===== src/rtl/block_reader_160_if.sv =====
// block_reader_160_if: control, block input and word-stream handshake of the 160-bit block reader.
interface block_reader_160_if #(
   parameter int WORD_W    = 32,
   parameter int NUM_WORDS = 5,
   parameter int IDX_W     = 3
);
   logic                          start;
   logic                          abort;
   logic [WORD_W*NUM_WORDS-1:0]   block_in;
   logic [WORD_W-1:0]             word_out;
   logic                          word_valid;
   logic                          word_ready;
   logic                          word_last;
   logic [IDX_W-1:0]              word_idx;
   logic                          busy;
   logic                          done;
   modport master (
      input  start, abort, block_in, word_ready,
      output word_out, word_valid, word_last, word_idx, busy, done
   );
   modport slave (
      output start, abort, block_in, word_ready,
      input  word_out, word_valid, word_last, word_idx, busy, done
   );
endinterface


===== src/rtl/block_reader_160.sv =====
// block_reader_160: snapshots a stored block on start and streams it MS-word first as
// valid/ready words with index/last tags and a done pulse.
module block_reader_160 #(
   parameter int WORD_W    = 32,
   parameter int NUM_WORDS = 5,
   parameter int IDX_W     = 3
) (
   input logic CLK,
   input logic RST,
   block_reader_160_if.master br
);
   localparam int BLK_W = WORD_W * NUM_WORDS;
   localparam logic [IDX_W-1:0] LAST_IDX = IDX_W'(NUM_WORDS - 1);
   typedef enum logic [1:0] {IDLE, SEND, DONE} state_t;
   state_t            state_q;
   logic [BLK_W-1:0]  snap_q, snap_d;
   logic [WORD_W-1:0] word_q;
   logic [IDX_W-1:0]  idx_q;
   logic              valid_q, last_q, busy_q, done_q, xfer;
   assign xfer   = valid_q && br.word_ready;
   // The snapshot is kept pre-shifted so its top word is always the next word to present.
   assign snap_d = snap_q << WORD_W;
   assign br.word_out   = word_q;
   assign br.word_valid = valid_q;
   assign br.word_last  = last_q;
   assign br.word_idx   = idx_q;
   assign br.busy       = busy_q;
   assign br.done       = done_q;
   always_ff @(posedge CLK or negedge RST) begin
      if (!RST) begin
         state_q <= IDLE;
         snap_q  <= '0;
         word_q  <= '0;
         idx_q   <= '0;
         valid_q <= 1'b0;
         last_q  <= 1'b0;
         busy_q  <= 1'b0;
         done_q  <= 1'b0;
      end else begin
         case (state_q)
            IDLE: if (br.start) begin
               snap_q  <= br.block_in << WORD_W;
               word_q  <= br.block_in[BLK_W-1 -: WORD_W];
               idx_q   <= '0;
               valid_q <= 1'b1;
               last_q  <= (NUM_WORDS == 1);
               busy_q  <= 1'b1;
               state_q <= SEND;
            end
            SEND: if (br.abort) begin
               valid_q <= 1'b0;
               last_q  <= 1'b0;
               idx_q   <= '0;
               busy_q  <= 1'b0;
               state_q <= IDLE;
            end else if (xfer) begin
               if (idx_q == LAST_IDX) begin
                  valid_q <= 1'b0;
                  last_q  <= 1'b0;
                  done_q  <= 1'b1;
                  state_q <= DONE;
               end else begin
                  idx_q  <= idx_q + 1'b1;
                  word_q <= snap_q[BLK_W-1 -: WORD_W];
                  snap_q <= snap_d;
                  last_q <= (idx_q + 1'b1 == LAST_IDX);
               end
            end
            DONE: begin
               done_q  <= 1'b0;
               busy_q  <= 1'b0;
               state_q <= IDLE;
            end
            default: state_q <= IDLE;
         endcase
      end
   end
endmodule


===== src/flat_wrapper.sv =====
// flat-port wrapper written by rule: the top's interface ports become plain ports
module block_reader_160_flat 
#(
   parameter int WORD_W    = 32,
   parameter int NUM_WORDS = 5,
   parameter int IDX_W     = 3
)
  (CLK, RST, br_start, br_abort, br_block_in, br_word_ready, br_word_out, br_word_valid, br_word_last, br_word_idx, br_busy, br_done);
  block_reader_160_if #(.WORD_W(WORD_W), .NUM_WORDS(NUM_WORDS), .IDX_W(IDX_W)) br_i ();
  input logic CLK;
  input logic RST;
  input wire logic [$bits(br_i.start)-1:0] br_start;
  input wire logic [$bits(br_i.abort)-1:0] br_abort;
  input wire logic [$bits(br_i.block_in)-1:0] br_block_in;
  input wire logic [$bits(br_i.word_ready)-1:0] br_word_ready;
  output wire logic [$bits(br_i.word_out)-1:0] br_word_out;
  output wire logic [$bits(br_i.word_valid)-1:0] br_word_valid;
  output wire logic [$bits(br_i.word_last)-1:0] br_word_last;
  output wire logic [$bits(br_i.word_idx)-1:0] br_word_idx;
  output wire logic [$bits(br_i.busy)-1:0] br_busy;
  output wire logic [$bits(br_i.done)-1:0] br_done;
  assign br_i.start = br_start;
  assign br_i.abort = br_abort;
  assign br_i.block_in = br_block_in;
  assign br_i.word_ready = br_word_ready;
  assign br_word_out = br_i.word_out;
  assign br_word_valid = br_i.word_valid;
  assign br_word_last = br_i.word_last;
  assign br_word_idx = br_i.word_idx;
  assign br_busy = br_i.busy;
  assign br_done = br_i.done;
  block_reader_160 #(.WORD_W(WORD_W), .NUM_WORDS(NUM_WORDS), .IDX_W(IDX_W)) u_core (.CLK(CLK), .RST(RST), .br(br_i));
endmodule

===== config.mk =====
export PLATFORM = sky130hd
export DESIGN_NAME = block_reader_160_flat
export DESIGN_NICKNAME = d
export VERILOG_FILES = /design/src/rtl/block_reader_160_if.sv /design/src/rtl/block_reader_160.sv /design/src/flat_wrapper.sv
export SDC_FILE = /design/constraint.sdc
export NUM_CORES = 1
export LEC_CHECK = 0
export CAP_MARGIN = 20
export CORE_ASPECT_RATIO = 0.8
export CORE_MARGIN = 2
export CORE_UTILIZATION = 45
export CTS_CLUSTER_SIZE = 10
export DETAILED_ROUTE_END_ITERATION = 12
export PLACE_DENSITY = 0.8
export SKIP_LAST_GASP = 1
export SYNTH_ARGS = -nofsm -noshare
export SYNTH_HDL_FRONTEND = slang
export SYNTH_SLANG_ARGS = --single-unit

===== constraint.sdc =====
create_clock -name CLK -period 3.3 [get_ports CLK]
set_input_delay 0.33 -clock CLK [delete_from_list [all_inputs] [get_ports CLK]]
set_output_delay 0.33 -clock CLK [all_outputs]
set_load 0.02 [all_outputs]

==> results.cfg <==
[global_route]
grt_start_max_net_pins = 133
grt_overflow_total = 0
grt_usage_pct = 21.0
antenna_found_initial = 0
grt_pass1_vias = 5608
grt_pass1_wl_mm = 28.9

[logic_synthesis]
synth_top_family_by_area = multiplexers
synthTopCellsByArea = dfrtp_1, mux2i_1, o21ai_1, nand2_1, a22o_1
yosysSeqAreaShare_pct = 56.0
syn-num-nets = 864
synth_simple_gate_area_share_pct = 7.59
netlist_top_cells_count = dfrtp_1, nand2_1, mux2i_1, o21ai_1, a22o_1
synth-compound-area-share_pct = 13.7
avgSynthCellArea_um2 = 10.9
synth_ff_type = dfrtp_1
synth_edf_count = 0
synth_xor_area_share_pct = 0
synth_adder_area_share_pct = 1.33
synthCells = 691
synthMuxAreaShare_pct = 17.6
ys_ff_latch = 169
yosysMostFrequentCell = dfrtp_1
ys_warn_count = 0
synth_top_area_share_pct = 56.0
yosysTopAreaCell = dfrtp_1
synth_cell_types = 28
syn_area_um2 = 7550
synthArstFlopShare_pct = 100

[place]
placed_area_um2 = 9760
portBuffers = 203
dp.cells = 1074
pre_cts_ws_ps = 857
gp_congestion = 0.777
dp_hpwl_mm = 12.9

[status]
status = completed

[routing]
topRoutingLayerUsed = met4
ant_nets = 0
vias = 5547
wl_met1_mm = 8.85
routed_wl_mm = 18.0
wire_per_inst_um = 16.2
first_pass_iters = 4
drc = 0
via_per_inst = 5.01
met2WireLength_mm = 7.84
met3_length_um = 989
drt-initial-drc-count = 232

[setup_path]
crit_arrival_ps = 2800
r2r_end = u_core.snap_q[67]
ff2ff_path_depth = 8
crit_type = reg -> reg
end_kind = flip-flop
setup.worst_path.start_class = flip-flop
reg2reg_from = u_core.state_q[1]
critPathLaunch = u_core.state_q[1]
crit_required_ps = 3650
r2r_setup_slack_ps = 850
worst-path-max-fanout = 59

[floorplanning]
fp-row-count = 42
die_h_um = 120
fp.dieW_um = 149
fp.dieArea_um2 = 17800
initial_core_util_pct = 45.8
ioPinCount = 204
core_area_um2 = 16500

[power_and_ir_drop]
ir_worst_vdd_mv = 0.787
p_sw_share_pct = 37.9
power_frac_clock_pct = 19.2
power.share.combinational_pct = 43.7
p_switching_mw = 3.72
power.internal_mw = 6.10
leakagePower_nw = 4.66
powerDensity_nw_per_um2 = 951
pwr-share-seq_pct = 37.1

[timing]
setup_violations = 0
fmax_ghz = 0.408
grt_setup_unrepaired = false
timing.final.ws_setup_ps = 849
finalCritPeriodShare_pct = 74.3
fin_crit_ps = 2450
slew_violations = 0
max_slew_margin_pct = 33.6
finalClockSkew_ps = 11.2
tns_ps = 0
worst_slew_pin_slew_ps = 996
hold_viol_final = 0

[final_layout]
antenna_cells = 0
final_layout_size_suffix_gt1_share_pct = 5.52
stdcell_count = 1107
final_area_um2 = 10300
area_growth_pct = 36.7
fin_nets = 1047

[cts]
clk_latency_ps = 430
clock-root-buffer = clkbuf_16
cts_buffer_depth = 2
tritoncts = built
cts-resized-gates = 0
cts_buffers = 17
htree_levels = 4
clock_sinks = 169
path_clk_slew_ps = 60

[hold_path]
min_path_type = reg -> reg
min-delay-start = u_core.br.word_out[3]
hold_depth = 2
whs_endpoint = u_core.br.word_out[3]

[job]
cap_violations = 0
## worst max-delay path, stage by stage (launching register included)
cell	delay, ps
dfrtp_1	410
inv_1	150
ha_1	240
mux2i_2	380
a211o_4	540
buf_12	310
buf_4	190
nand2_1	50
o21ai_1	70
## flip-flops by register name, summed over array words and instances, names as in the netlist
register and cells:
u_core.snap_q 128, u_core.br.word_out 32, u_core.br.word_idx 3, u_core.state_q 2, u_core.br.busy 1, u_core.br.done 1, u_core.br.word_last 1, u_core.br.word_valid 1
## layout by cell type (no fill, tap or decap), types with 2 or more instances in the layout
cell type	n
o21ai_1	120
buf_4	6
dfrtp_1	169
clkbuf_16	17
mux2i_1	129
nor2b_1	3
buf_12	4
ha_1	7
nand2b_1	3
a21oi_1	8
nand3b_1	2
clkdlybuf4s50_1	202
o21ai_0	12
mux2_2	2
a22o_1	33
clkinvlp_4	3
inv_6	4
o31ai_1	2
inv_1	9
nor2_1	2
clkinv_2	5
nand2_1	130
## power by group through the flow
stage	Sequential (mW)	Combinational, mW	Clock (mW)
final	3.64	4.29	1.89
after global routing	3.75	4.79	2.02
after CTS	3.64	4.33	1.94
after detailed placement	3.68	4.32	0
after global placement	3.64	4.21	0
after floorplan	3.70	2.98	0
## how the worst max path moves through the flow
| stage | end | slack [ps] |
|---|---|---|
| finish | u_core.snap_q[67] | 850 |
| global route | u_core.snap_q[68] | 650 |
| CTS | u_core.snap_q[67] | 860 |
| detailed placement | u_core.snap_q[67] | 860 |
| global placement | u_core.snap_q[67] | 940 |
| floorplan | u_core.br.word_out[0] | 1240 |
## per-layer routing
layer	up-vias	global-route usage, %
li1	2785	-
met1	2608	30.5
met2	133	31.4
met3	21	5.44
met4	0	6.07
met5	-	0
## layout make-up
class / count / area [um2]
fillers: 1387 / 6170
flip-flops and latches: 169 / 4230
multi-input cells: 463 / 3060
repair buffers: 214 / 2170
clock buffers: 18 / 439
well taps: 220 / 275
clock inverters: 14 / 121
inverters: 9 / 33.8
## repair_timing
item | CTS | global route
hold buffers | 1 | 0
setup buffers | 0 | 0
hold endpoints to repair | 78 | 0
## stage by stage
stage	utilization, %	hold WS [ps]	power, mW
after floorplan	-	34.4	6.68
after global placement	59.1	420	7.84
after detailed placement	59.1	424	8.00
after CTS	62.6	476	9.92
after global routing	62.6	489	10.6
final	62.6	478	9.82
## kinds of logic after synthesis
logic type	Yosys count
and+or+nand+nor	144
DFF	169
muxes	132
buffers and inverters	59
AOI/OAI and AO/OA	179
adders and majority gates	8
(Power assumes the default switching activity.)
==> edit 1: new RTL, config.mk and constraints unchanged <==
`WORD_W` is set to 32 in 3 places; all go to 64.
--- a/src/rtl/block_reader_160_if.sv
+++ b/src/rtl/block_reader_160_if.sv
@@ -1,5 +1,5 @@
 // block_reader_160_if: control, block input and word-stream handshake of the 160-bit block reader.
 interface block_reader_160_if #(
-   parameter int WORD_W    = 32,
+   parameter int WORD_W    = 64,
    parameter int NUM_WORDS = 5,
    parameter int IDX_W     = 3
--- a/src/rtl/block_reader_160.sv
+++ b/src/rtl/block_reader_160.sv
@@ -2,5 +2,5 @@
 // valid/ready words with index/last tags and a done pulse.
 module block_reader_160 #(
-   parameter int WORD_W    = 32,
+   parameter int WORD_W    = 64,
    parameter int NUM_WORDS = 5,
    parameter int IDX_W     = 3
--- a/src/flat_wrapper.sv
+++ b/src/flat_wrapper.sv
@@ -2,5 +2,5 @@
 module block_reader_160_flat 
 #(
-   parameter int WORD_W    = 32,
+   parameter int WORD_W    = 64,
    parameter int NUM_WORDS = 5,
    parameter int IDX_W     = 3
Interface: changed (resized br_block_in and br_word_out); port bits go from 204 to 396. The function was not compared with the original's and may differ.
==> edit 1 against the unedited design <==
- area after synthesis up 100%
- power is 110% higher
- setup slack got worse by 74 ps
- wire length rose by 120%
- sequential cell count grew 160
- synthesized cell count grew 49%
- cell area is 100% higher
- first-iteration DRC count grew 96%
- largest power group unchanged
==> edit 1: results (changes against the unedited design) <==
- The run finished with clean final reports.
- The number of multi-input logic gates came to 621 (+34%).
- The number of fill cells in the layout is 2574 (+86%).
- Iter 0 DRT Violations: 454 (+96%)
- The post-synth net total is 1363 (+58%).
* Power Dens Cells: 977 nW/um^2 (+2.7%)
- Number of signal-net buffers in the layout: 416 (+94%)
* Worst rel slew slack: 0.363 (+0.0269)
- The share of synthesized area occupied by flip-flops and latches was 0.536 (-0.0241).
* Worst min-delay path class: primary input to asynchronous set/reset pin
- The via density per instance is 5.33 (+6.4%).
- The fraction of area in clock buffers and inverters came to 0.0506 (-0.00364).
- The multi-input gate share of total cell area came to 0.323 (+0.0271).
* Number of buffers inserted during clock tree synthesis: 39 (+22)
- Setup skew after layout: 16.9 ps (+5.68 ps)
- The sum of routed wire length over all layers was 38900 um (+120%).
- The via count of the first global-routing pass is 10.9k (+94%).
- The number of flip-flops in the largest register is 256 (+100%).
- Stage delay of the slowest cell on the critical path: 470 ps (-70 ps)
* Leading cell types by count after synthesis: sky130_fd_sc_hd__mux2_2 (473), sky130_fd_sc_hd__dfrtp_1 (329), sky130_fd_sc_hd__a22o_1 (64)
* Fraction of layout instances using a drive strength above 1: 0.383 (+0.327)
- Clock buffer depth: 3 (+1)
- Total routing resource utilization after global routing: 0.218 (+0.00808)
* Worst-case vdd ir drop: 0.799 mV (+1.5%)
* Area share of fa/ha/maj cells after synthesis: 0.00651 (-0.00674)
* Number of ordinary inverters in the final layout: 7 (-2)
- The placed instance count is 1806 (+68%).
- Diodes inserted: 3 (+3)
* Compound-cell area share of the yosys netlist: 0.0462 (-0.0907)
- After synthesis, the cell types taking the most area are sky130_fd_sc_hd__dfrtp_1 (54%), sky130_fd_sc_hd__mux2_2 (35%), sky130_fd_sc_hd__a22o_1 (3.6%), sky130_fd_sc_hd__mux2_1 (2.9%), sky130_fd_sc_hd__clkbuf_1 (0.68%).
* Detailed route wirelength on metal2: 17900 um (+130%)
- The routed via count was 9923 (+79%).
- Number of antenna violations at the first check in global routing: 3 (+3)
* Clk sink count: 329 (+95%)
- The clock buffer instance count of the final layout is 48 (+30).
- The count of buffers from port buffering is 395 (+95%).
- Storage cell area: 8230 um^2 (+95%)
- The critical-path maximum fanout was 71 (+20%).
- The source-to-sink clock delay at the later pin of the worst-skew pair was 530 ps (+100 ps).
* Standard cell area after detailed placement: 19800 um^2 (+100%)
- The CTS H-tree depth came to 2 (-2).
-- edit 1: changes by cell type in the layout (fill, tap and decap cells not counted), sizes merged, moves of 6 or more --
cell / before / now
clkdlybuf4s50: 202 / 394
mux2i: 130 / 4
buf: 11 / 21
clkinv: 6 / 0
dfrtp: 169 / 329
a22o: 33 / 64
mux2: 2 / 512
clkbuf: 18 / 48
nand2: 130 / 1
o21ai: 132 / 1
-- edit 1: metal layers --
metal | vias to the layer above | global-route usage
met5 | - | 0
met4 | 2 | 0.0707
met3 | 69 | 0.0627
met2 | 280 | 0.347
met1 | 5011 | 0.289
li1 | 4561 | -
-- edit 1: where the power goes --
| part | leakage (nW) | switching (mW) | internal, mW |
|---|---|---|---|
| sequential | 3.96 | 1.10 | 6.13 |
| clock | 0.517 | 1.60 | 2.17 |
| combinational | 4.17 | 3.85 | 5.53 |
-- edit 1: worst max-delay path: cells and delay by family, from the launching register on --
family | cells | cell delay [ps]
flops | 1 | 470
fa+ha+maj | 1 | 270
buf+inv | 3 | 650
compound gates | 1 | 250
mux | 2 | 650
-- edit 1: path summary, 6_finish.rpt --
| path | start | slack [ps] | depth (start not counted) | endpoint |
|---|---|---|---|---|
| max in group asynchronous | RST | 1870 | 4 | u_core.snap_q[181] |
| worst max-delay path | u_core.state_q[0] | 770 | 7 | u_core.snap_q[278] |
| worst min-delay path | RST | 330 | 2 | u_core.snap_q[89] |
| min in group CLK | br_block_in[5] | 400 | 2 | u_core.snap_q[69] |
| worst min register to register | u_core.snap_q[300] | 480 | 1 | u_core.snap_q[300] |
| worst max register to register | u_core.state_q[0] | 770 | 7 | u_core.snap_q[278] |
-- edit 1: what timing repair did --
action                     in CTS  in global routing
hold endpoints to repair       63                  0
setup endpoints to repair       0                  0
setup buffers                   0                  0
hold buffers                    1                  0
==> edit 2: new RTL, same settings <==
Without the edit above. Make the reset (`RST`) synchronous in one clocked block.
--- a/src/rtl/block_reader_160.sv
+++ b/src/rtl/block_reader_160.sv
@@ -27,5 +27,5 @@
    assign br.busy       = busy_q;
    assign br.done       = done_q;
-   always_ff @(posedge CLK or negedge RST) begin
+   always_ff @(posedge CLK) begin
       if (!RST) begin
          state_q <= IDLE;
Function: differs if RST is asserted again (counterexample within 4 cycles, from zero or initial values and one cycle with RST low); with RST held inactive, the same outputs for 4 cycles.
==> edit 2 against the unedited design <==
- final cell count rose by 6.1%
- wire length increased by 3.3%
- cell area up 1.7%
- critical path type unchanged
- area after synthesis increased by 3.1%
- power down 2.5%
- sequential cell count did not move
- setup slack improved by 12 ps
- largest power group unchanged
- clock skew shrank 3.1 ps
- synthesized cell count is 13% higher
- critical endpoint is now u_core.snap_q[132]
==> edit 2: results (changes against the unedited design) <==
- Share of the final layout cell area in multi-input gates: 0.383 (+0.0870)
- By area the synthesized netlist is led by sky130_fd_sc_hd__dfxtp_1 (43%), sky130_fd_sc_hd__mux2i_1 (17%), sky130_fd_sc_hd__o211a_1 (17%), sky130_fd_sc_hd__nand2_1 (8.0%), sky130_fd_sc_hd__nand4b_1 (3.6%).
* Mean instance size in the synthesized netlist: 9.96 um^2 (-8.9%)
- Met1 WL: 8210 um (-7.2%)
- Multiplexer fraction of the synthesized cell area: 0.171 (-0.00485)
- The first-pass detailed-route iteration total is 5 (+1).
- Status: complete, no violations
- Crit-path slowest cell: sky130_fd_sc_hd__buf_12
- The via count of the first global-routing pass was 5893 (+5.1%).
- Via count normalized by instance count: 5.33 (+6.4%)
* Sequential area share after synthesis: 0.434 (-0.126)
- Total routed wirelength: 18600 um (+3.3%)
- The first-pass GRT wire length came to 29100 um (+0.72%).
* Largest fanout on the critical path: 154 (+160%)
- Number of nets in the final layout: 1110 (+6.0%)
- Routability congestion estimate: 0.754 (-3.0%)
* Leakage power of the design: 5.07 nW (+8.8%)
- Detailed route wirelength on metal2: 8400 um (+7.1%)
- Worst min-delay path class: primary input to flop
- Met3 capacity usage during global routing: 0.0824 (+0.0280)
* Net count of the mapped netlist: 955 (+11%)
- The met3 wire length was 1730 um (+75%).
- Data arrival, critical path: 2750 ps (-50 ps)
- Setup skew after layout: 8.08 ps (-3.09 ps)
- Count of multi-input combinational gates: 533 (+15%)
* Number of hold buffers added after cts: 0 (-1)
* Worst-case vdd ir drop: 0.548 mV (-30%)
- Post-synth ARST share: 0 (-1.00)
- Sequential share of cell area: 0.322 (-0.0875)
* Detailed placement HPWL: 12300 um (-4.6%)
- The XOR/XNOR share of the synthesized area came to 0.00112 (+0.00112).
- Post-placement worst setup slack: 844 ps (-12.7 ps)
- Total routing resource utilization after global routing: 0.200 (-0.0104)
* Pin count of the biggest net entering global routing: 155 (+17%)
edit 2: cell types whose count changed after synthesis, sizes merged, moves of 4 or more:
| cell | delta |
|---|---|
| a21oi | -6 |
| a22o | -33 |
| buf | +24 |
| dfrtp | -169 |
| dfxtp | +169 |
| inv | -5 |
| nand2 | +37 |
| nand3 | +4 |
| nand4b | +32 |
| o211a | +129 |
| o21ai | -99 |
edit 2: power by group:
part | leakage, nW | internal, mW | switching, mW
combinational | 3.37 | 1.96 | 2.10
clock | 0.302 | 1.23 | 0.879
sequential | 1.39 | 2.91 | 0.490
edit 2: path summary, 6_finish.rpt:
path / endpoint / slack (ps) / cells after the start
hold / removal: u_core.br.word_idx[2] / 380 / 2
hold reg to reg: u_core.snap_q[38] / 450 / 2
setup reg to reg: u_core.snap_q[132] / 860 / 7
setup / recovery: u_core.snap_q[132] / 860 / 7
